### src/rtl/wb_rr_arbiter.sv
// wb_rr_arbiter: round-robin WISHBONE master arbiter with a bus watchdog.
// Define WB_ARB_STATS_EN to add saturating timeout and per-master grant counters.
module wb_rr_arbiter #(
    parameter int NUM_MASTERS    = 4,
    parameter int TIMEOUT_CYCLES = 1024,
    parameter int CNT_WIDTH      = 16
) (
    input  logic                   clk_i,
    input  logic                   rst_i,
    input  logic [NUM_MASTERS-1:0] cyc_i,
    input  logic                   stb_i,
    input  logic                   ack_i,
    input  logic                   err_i,
    input  logic                   rty_i,
    output logic [NUM_MASTERS-1:0] gnt_o,
    output logic                   to_err_o,
    output logic                   timeout_o,
    output logic                   busy_o
`ifdef WB_ARB_STATS_EN
    ,
    output logic [15:0]               timeout_count_o,
    output logic [NUM_MASTERS*16-1:0] grant_count_o
`endif
);

    localparam int IDX_W = $clog2(NUM_MASTERS);
    localparam logic [IDX_W-1:0] LAST_RST = IDX_W'(NUM_MASTERS - 1);
    localparam bit WD_EN = (TIMEOUT_CYCLES > 0);
    localparam logic [CNT_WIDTH-1:0] WD_LAST =
        CNT_WIDTH'(WD_EN ? TIMEOUT_CYCLES - 1 : 0);

    typedef enum logic [1:0] {
        S_IDLE,
        S_GRANT,
        S_TOUT
    } state_e;

    state_e                 state_q, state_d;
    logic [NUM_MASTERS-1:0] gnt_q, gnt_d;
    logic                   to_err_q, to_err_d;
    logic                   timeout_q, timeout_d;
    logic                   busy_q, busy_d;
    logic [IDX_W-1:0]       last_q, last_d;
    logic [CNT_WIDTH-1:0]   wd_cnt_q, wd_cnt_d;

    logic [IDX_W-1:0] pick;
    logic [IDX_W-1:0] cand;
    logic             pick_vld;
    logic             term;
    logic             stall;
    logic             owner_cyc;

    // last_q doubles as the index of the current owner while a grant is held.
    assign term      = ack_i | err_i | rty_i;
    assign stall     = stb_i & ~term;
    assign owner_cyc = cyc_i[last_q];

    // Rotating search: first requester after the most recent grantee.
    always_comb begin
        pick     = last_q;
        pick_vld = 1'b0;
        cand     = '0;
        for (int i = 1; i <= NUM_MASTERS; i++) begin
            cand = IDX_W'((int'(last_q) + i) % NUM_MASTERS);
            if (!pick_vld && cyc_i[cand]) begin
                pick_vld = 1'b1;
                pick     = cand;
            end
        end
    end

    // Grant/watchdog state machine; termination beats watchdog expiry.
    always_comb begin
        state_d   = state_q;
        gnt_d     = gnt_q;
        last_d    = last_q;
        wd_cnt_d  = '0;
        to_err_d  = 1'b0;
        timeout_d = 1'b0;
        unique case (state_q)
            S_IDLE: begin
                if (pick_vld) begin
                    state_d = S_GRANT;
                    gnt_d   = NUM_MASTERS'(1) << pick;
                    last_d  = pick;
                end
            end
            S_GRANT: begin
                if (!owner_cyc) begin
                    state_d = S_IDLE;
                    gnt_d   = '0;
                end else if (stall) begin
                    if (WD_EN && wd_cnt_q == WD_LAST) begin
                        state_d   = S_TOUT;
                        to_err_d  = 1'b1;
                        timeout_d = 1'b1;
                    end else if (wd_cnt_q != '1) begin
                        wd_cnt_d = wd_cnt_q + CNT_WIDTH'(1);
                    end else begin
                        wd_cnt_d = wd_cnt_q;
                    end
                end
            end
            S_TOUT: begin
                if (!owner_cyc) begin
                    state_d = S_IDLE;
                    gnt_d   = '0;
                end
            end
            default: begin
                state_d = S_IDLE;
                gnt_d   = '0;
            end
        endcase
        busy_d = |gnt_d;
    end

    // Registered state and outputs with synchronous reset.
    always_ff @(posedge clk_i) begin
        if (rst_i) begin
            state_q   <= S_IDLE;
            gnt_q     <= '0;
            to_err_q  <= 1'b0;
            timeout_q <= 1'b0;
            busy_q    <= 1'b0;
            last_q    <= LAST_RST;
            wd_cnt_q  <= '0;
        end else begin
            state_q   <= state_d;
            gnt_q     <= gnt_d;
            to_err_q  <= to_err_d;
            timeout_q <= timeout_d;
            busy_q    <= busy_d;
            last_q    <= last_d;
            wd_cnt_q  <= wd_cnt_d;
        end
    end

    assign gnt_o     = gnt_q;
    assign to_err_o  = to_err_q;
    assign timeout_o = timeout_q;
    assign busy_o    = busy_q;

`ifdef WB_ARB_STATS_EN
    logic [15:0]               tcnt_q, tcnt_d;
    logic [NUM_MASTERS*16-1:0] gcnt_q, gcnt_d;

    // Saturating counts of watchdog firings and of new grants per master.
    always_comb begin
        tcnt_d = tcnt_q;
        gcnt_d = gcnt_q;
        if (timeout_d && tcnt_q != 16'hFFFF) begin
            tcnt_d = tcnt_q + 16'd1;
        end
        for (int m = 0; m < NUM_MASTERS; m++) begin
            if (state_q == S_IDLE && pick_vld && pick == IDX_W'(m)
                && gcnt_q[16*m +: 16] != 16'hFFFF) begin
                gcnt_d[16*m +: 16] = gcnt_q[16*m +: 16] + 16'd1;
            end
        end
    end

    // Statistics registers, cleared with the arbiter.
    always_ff @(posedge clk_i) begin
        if (rst_i) begin
            tcnt_q <= '0;
            gcnt_q <= '0;
        end else begin
            tcnt_q <= tcnt_d;
            gcnt_q <= gcnt_d;
        end
    end

    assign timeout_count_o = tcnt_q;
    assign grant_count_o   = gcnt_q;
`endif

endmodule

### config.mk
export PLATFORM = sky130hd
export DESIGN_NAME = wb_rr_arbiter
export DESIGN_NICKNAME = d
export VERILOG_FILES = /design/src/rtl/wb_rr_arbiter.sv
export SDC_FILE = /design/constraint.sdc
export NUM_CORES = 1
export LEC_CHECK = 0
export CORE_ASPECT_RATIO = 1.25
export CORE_MARGIN = 3
export CORE_UTILIZATION = 55
export DETAILED_ROUTE_END_ITERATION = 10
export PLACE_DENSITY = 0.78
export SLEW_MARGIN = 10
export SYNTH_ARGS = -nofsm -noshare
export SYNTH_HDL_FRONTEND = slang
export SYNTH_SLANG_ARGS = --single-unit
### constraint.sdc
create_clock -name clk_i -period 2.91 [get_ports clk_i]
set_clock_uncertainty 0.15 [all_clocks]
set_input_delay 0.873 -clock clk_i [delete_from_list [all_inputs] [get_ports clk_i]]
set_output_delay 0.873 -clock clk_i [all_outputs]
set_load 0.05 [all_outputs]
Yosys cells after proc, flatten, opt, wreduce, memory -nomap -nowiden
Cells that the tools add are included.
{ "op_classes": {"n_mux": 28, "n_lt_le_gt_ge": 5, "n_reduce_logical": 13, "n_bitwise": 7, "shifts": 1, "eq_ne": 8, "add_sub_neg": 5} }
{ "ops": {"columns": ["cell", "n"], "rows": [
  ["$mux 2", 9],
  ["$add 16x1->16 const B", 1],
  ["$eq 16x10->1 const B", 1],
  ["$ne 16x16->1 const B", 1],
  ["$lt 2x3->1 const B", 5],
  ["$bmux 1 s2", 5],
  ["$mux 1", 10],
  ["$mux 4", 2],
  ["$pmux 4 s2", 1],
  ["$reduce_or 4->1", 2],
  ["$ne 3x3->1 const B", 2],
  ["$pmux 2 s3", 1],
  ["$reduce_or 5->1", 1],
  ["$add 2x1->2 const B", 2],
  ["$add 2x2->2 const B", 2],
  ["$ne 2x2->1 const B", 2],
  ["$not 1->1", 4],
  ["$reduce_and 4->1", 1],
  ["$shl 1x2->4 const A", 1],
  ["$logic_and 1x1->1", 3],
  ["$logic_not 1->1", 3],
  ["$eq 2x1->1 const B", 1],
  ["$eq 2x2->1 const B", 1],
  ["$logic_not 2->1", 1],
  ["4 further kinds", 5]
]} }
{ "word_totals": {"output_inout_bits": 7, "register_bits": 26} }

Logic depth before layout (Yosys ltp)
{ "logic_depth": {"depth_word": 17, "depth_mapped": 7} }

Worst setup path before layout
No wires, ideal clock.
{ "synth_path": {"kind": "input -> register", "startpoint": "input port err_i", "endpoint": "register wd_cnt_q[4]", "required_time_ns": 2.693, "stages": 5, "path_slack_ns": 0.500, "n_path_buf": 2, "arrival_ns": 2.193, "cell_sequence": "or4b_1 or3_1 buf_6 buf_12 a21oi_4"} }
{ "synth_via": {"elab_chain_cells": 6} }
{ "synth_rtl": {"columns": ["element", "line_no", "text"], "rows": [
  ["start: declaration", "13", "input logic err_i,"],
  ["$or 1x1->1 (2 in series)", "54", "assign term = ack_i | err_i | rty_i;"],
  ["$not 1->1", "55", "assign stall = stb_i & ~term;"],
  ["$and 1x1->1", "55", null],
  ["$not 1->1 (no line)", null, null],
  ["$reduce_or 5->1 (no line)", null, null],
  ["end signal: assignment", "135", "wd_cnt_q <= wd_cnt_d;"],
  ["end: declaration", "44", "logic [CNT_WIDTH-1:0] wd_cnt_q, wd_cnt_d;"]
]} }
Every way passes these cells.
A chain may end at the register's enable or synchronous reset.

Worst setup path after layout
{ "layout_path": {"startpoint": "register gnt_q[0] (netlist: gnt_o[0])", "endpoint": "output port gnt_o[0]"} }
{ "layout_rtl": {"columns": ["element", "line_no", "text"], "rows": [
  ["start: declaration", "39", "logic [NUM_MASTERS-1:0] gnt_q, gnt_d;"],
  ["start signal: assignment", "130", "gnt_q <= gnt_d;"],
  ["end: declaration", "15", "output logic [NUM_MASTERS-1:0] gnt_o,"]
]} }
No word-level cell between the ends.

==> summary.md <==
| Metric | Value |
|---|---|
| Status | `complete, no violations` |
| CTS Hold Buffers Added | `0` |
| Design Power | `0.00114 W` |
| Hold Crit Class | `reg -> reg` |
| Area Overhead vs Synth | `19.3%` |
| Port buffer count | `16` |
| Hold Slack | `roughly 0.36 ns` |
| Starting Density | `0.597` |
| Clock Sinks | `26` |
| Die W | `52.8 µm` |
| Layout Nets | `just over 200` |
| Ratio of cells with drive above 1 in the final layout | `0.180` |
| Post_cts resized | `0` |
| Routing usage on met1 | `0.217` |
| Critical Path, Cell by Cell | `clkdlybuf4s50_1` |
| Count of cell types in the netlist | `49` |
| Initial DRT Pass Iterations | `4` |
| Post-CTS Setup Inserts | `0` |
| Cells after Synth | `roughly 170` |
| Die ar. | `0.00341 mm²` |
| CP peak stage delay | `roughly 0.81 ns` |
| Vias/cell | `roughly 6.2` |
| Met3 Use GR | `0.0207` |
| Worst IR Drop VDD | `615 µV` |
| Setup tns final | `0 ns` |
| Filler instances | `roughly 210` |
| Post-route ant nets | `0` |
| Root buf cell | `clkbuf_4` |
| FFs w/ async S/R, synth | `0` |
| Yosys top cell by area | `dfxtp_1` |
| Avg Inst Size Synth | `approximately 9 µm²` |
| RSZ-0062 raised after global routing | `false` |
| CP max FO | `3` |
| ANT cells | `0` |
| Post-detail-place hpwl | `2450 µm` |
| Clock Latency Late Sink | `0.33 ns` |
| Slew @ Worst Pin | `approximately 0.64 ns` |
| Worst path bufs/invs | `1` |
| Syn nets | `180` |
| Max Transition Viols Final | `0` |
| TritonCTS clock tree | `yes` |
| Total GRT Usage | `0.200` |
| Top cells by area, synth | `dfxtp_1 (35%), ha_1 (4.1%), a21oi_2 (4.1%)` |
| Largest net degree at the start of global routing | `17` |
| Final setup violation count | `0` |
| Required time of the worst setup path | `~1.9 ns` |
| Max-Cap Viols | `0` |
| Number of synthesized register bits | `26` |
| Post-Synthesis Cell Area | `about 0.0015 mm²` |
| Total core area | `0.00253 mm²` |
| First-pass GRT wire length | `5260 µm` |
| Relative slew slack | `0.567` |
| Die height | `around 65 µm` |
| Post-synth EDFFs | `0` |
| CP Launch Type | `flop` |
| Vias | `1,387` |
| Main synth FF type | `dfxtp_1` |
| Met2 usage | `0.377` |
| Most numerous cell in the Yosys netlist | `dfxtp_1` |
| Gpl congestion | `between 0.8 and 0.9` |
| # DRC | `0` |
| Pwr per Cell Area | `636 mW/mm²` |
| Clock slew at reported path FFs | `about 0.14 ns` |
| WL/cell | `between 10 and 15 µm` |
| Layout Cells excl Fill | `222` |
| Row cnt | `20` |
| Yosys top cell area share | `0.345` |
| Post-synth top cells | `dfxtp_1 (26), a21oi_1 (9), nand2_1 (9), o21ai_0 (9), or3_1 (9)` |
| Critical path arrival | `roughly 1.5 ns` |
| Setup Crit Path Kind | `reg -> out` |
| Drt total wl | `around 3200 µm` |
| CTS Buf Count | `3` |
| Sequential share of the synthesized area | `0.345` |
| Minimum clock period after layout | `2.56 ns` |
| Gr ovfl total | `0` |
| Deepest clock path buffer count | `2` |
| Dpl cells | `218` |
| Vias in the first global route | `1,316` |
| Max Freq | `391 MHz` |
| Final Cycle Share | `0.878` |
| Io pins | `17` |
| Top Usage Layer GRT | `met2` |
| H-tree Lvls | `1` |
| Starting DRT DRC Count | `47` |
| Delay-heaviest family, CP | `buffers and inverters` |
| Final hold viol count | `0` |
| Antenna violations before repair | `0` |
| CP max-delay cell | `clkdlybuf4s50_1` |
| Element type at the critical path end | `output port` |
| Leakage | `0.593 nW` |
| Ys Warns | `0` |
[path summary, 6_finish.rpt]
check                endpoint  slack (ns)  cells past startpoint        start
setup / recovery     gnt_o[0]        0.35                      1     gnt_o[0]
hold / removal    wd_cnt_q[1]        0.36                      2  wd_cnt_q[1]
setup reg to reg  wd_cnt_q[0]        0.75                      5  wd_cnt_q[0]
hold reg to reg   wd_cnt_q[1]        0.36                      2  wd_cnt_q[1]
[cells by family (layout without fill, tap and decap cells)]
kind of cell    after synthesis  in the layout  share of synthesized area
compound gates               44             44                      0.212
xor+xnor                      2              2                     0.0116
fa+ha+maj                     5              5                     0.0415
buf+inv                      12             36                     0.0490
flops                        26             26                      0.345
mux                           4              4                     0.0349
simple gates                 72             72                      0.306
[layer usage]
metal / wire (µm) / vias up
li1: - / 686
met1: 1330 / 674
met2: 1770 / 20
met3: 76 / 7
met4: 64 / 0
met5: 0 / -
[cell usage in the layout (no fill, tap or decap), drive strengths merged, types with 7 or more instances in the layout]
| cell type | n |
|---|---|
| nand4 | 7 |
| o21ai | 9 |
| buf | 10 |
| or3 | 9 |
| nand3 | 8 |
| nand2 | 9 |
| a21oi | 17 |
| dfxtp | 26 |
| clkdlybuf4s50 | 16 |
[worst min-delay path, cell delays in order, from the launching register on]
cell and delay (ns):
dfxtp_1 0.36, nand2_1 0.06, a21oi_1 0.05
[registers in the layout (all words and copies together) (netlist names)]
name and count:
busy_o 1, timeout_o 1, wd_cnt_q 16, gnt_o 4, state_q 2, last_q 2
[where the power goes]
part           switching, W  internal [W]
Clock              0.000110      0.000139
Combinational      0.000242      0.000200
Sequential        0.0000502      0.000403
[final cells by class]
cell class                      instances  area (µm²)  share of cell area
Tap cell                               33        41.3              0.0230
Sequential cell                        26         520               0.289
Inverter                                6        22.5              0.0125
Multi-Input combinational cell        127         913               0.508
Clock buffer                            3        22.5              0.0125
Timing Repair Buffer                   26         248               0.138
Clock inverter                          1        30.0              0.0167
[through the flow]
step / util / setup slack (ns) / area, µm²
after floorplan: - / 0.500 / 1510
after global placement: 0.691 / 0.0946 / 1750
after detailed placement: 0.691 / 0.0321 / 1750
after CTS: 0.711 / 0.348 / 1800
after global routing: 0.711 / 0.283 / 1800
final: 0.711 / 0.354 / 1800
(Power assumes the default switching activity.)
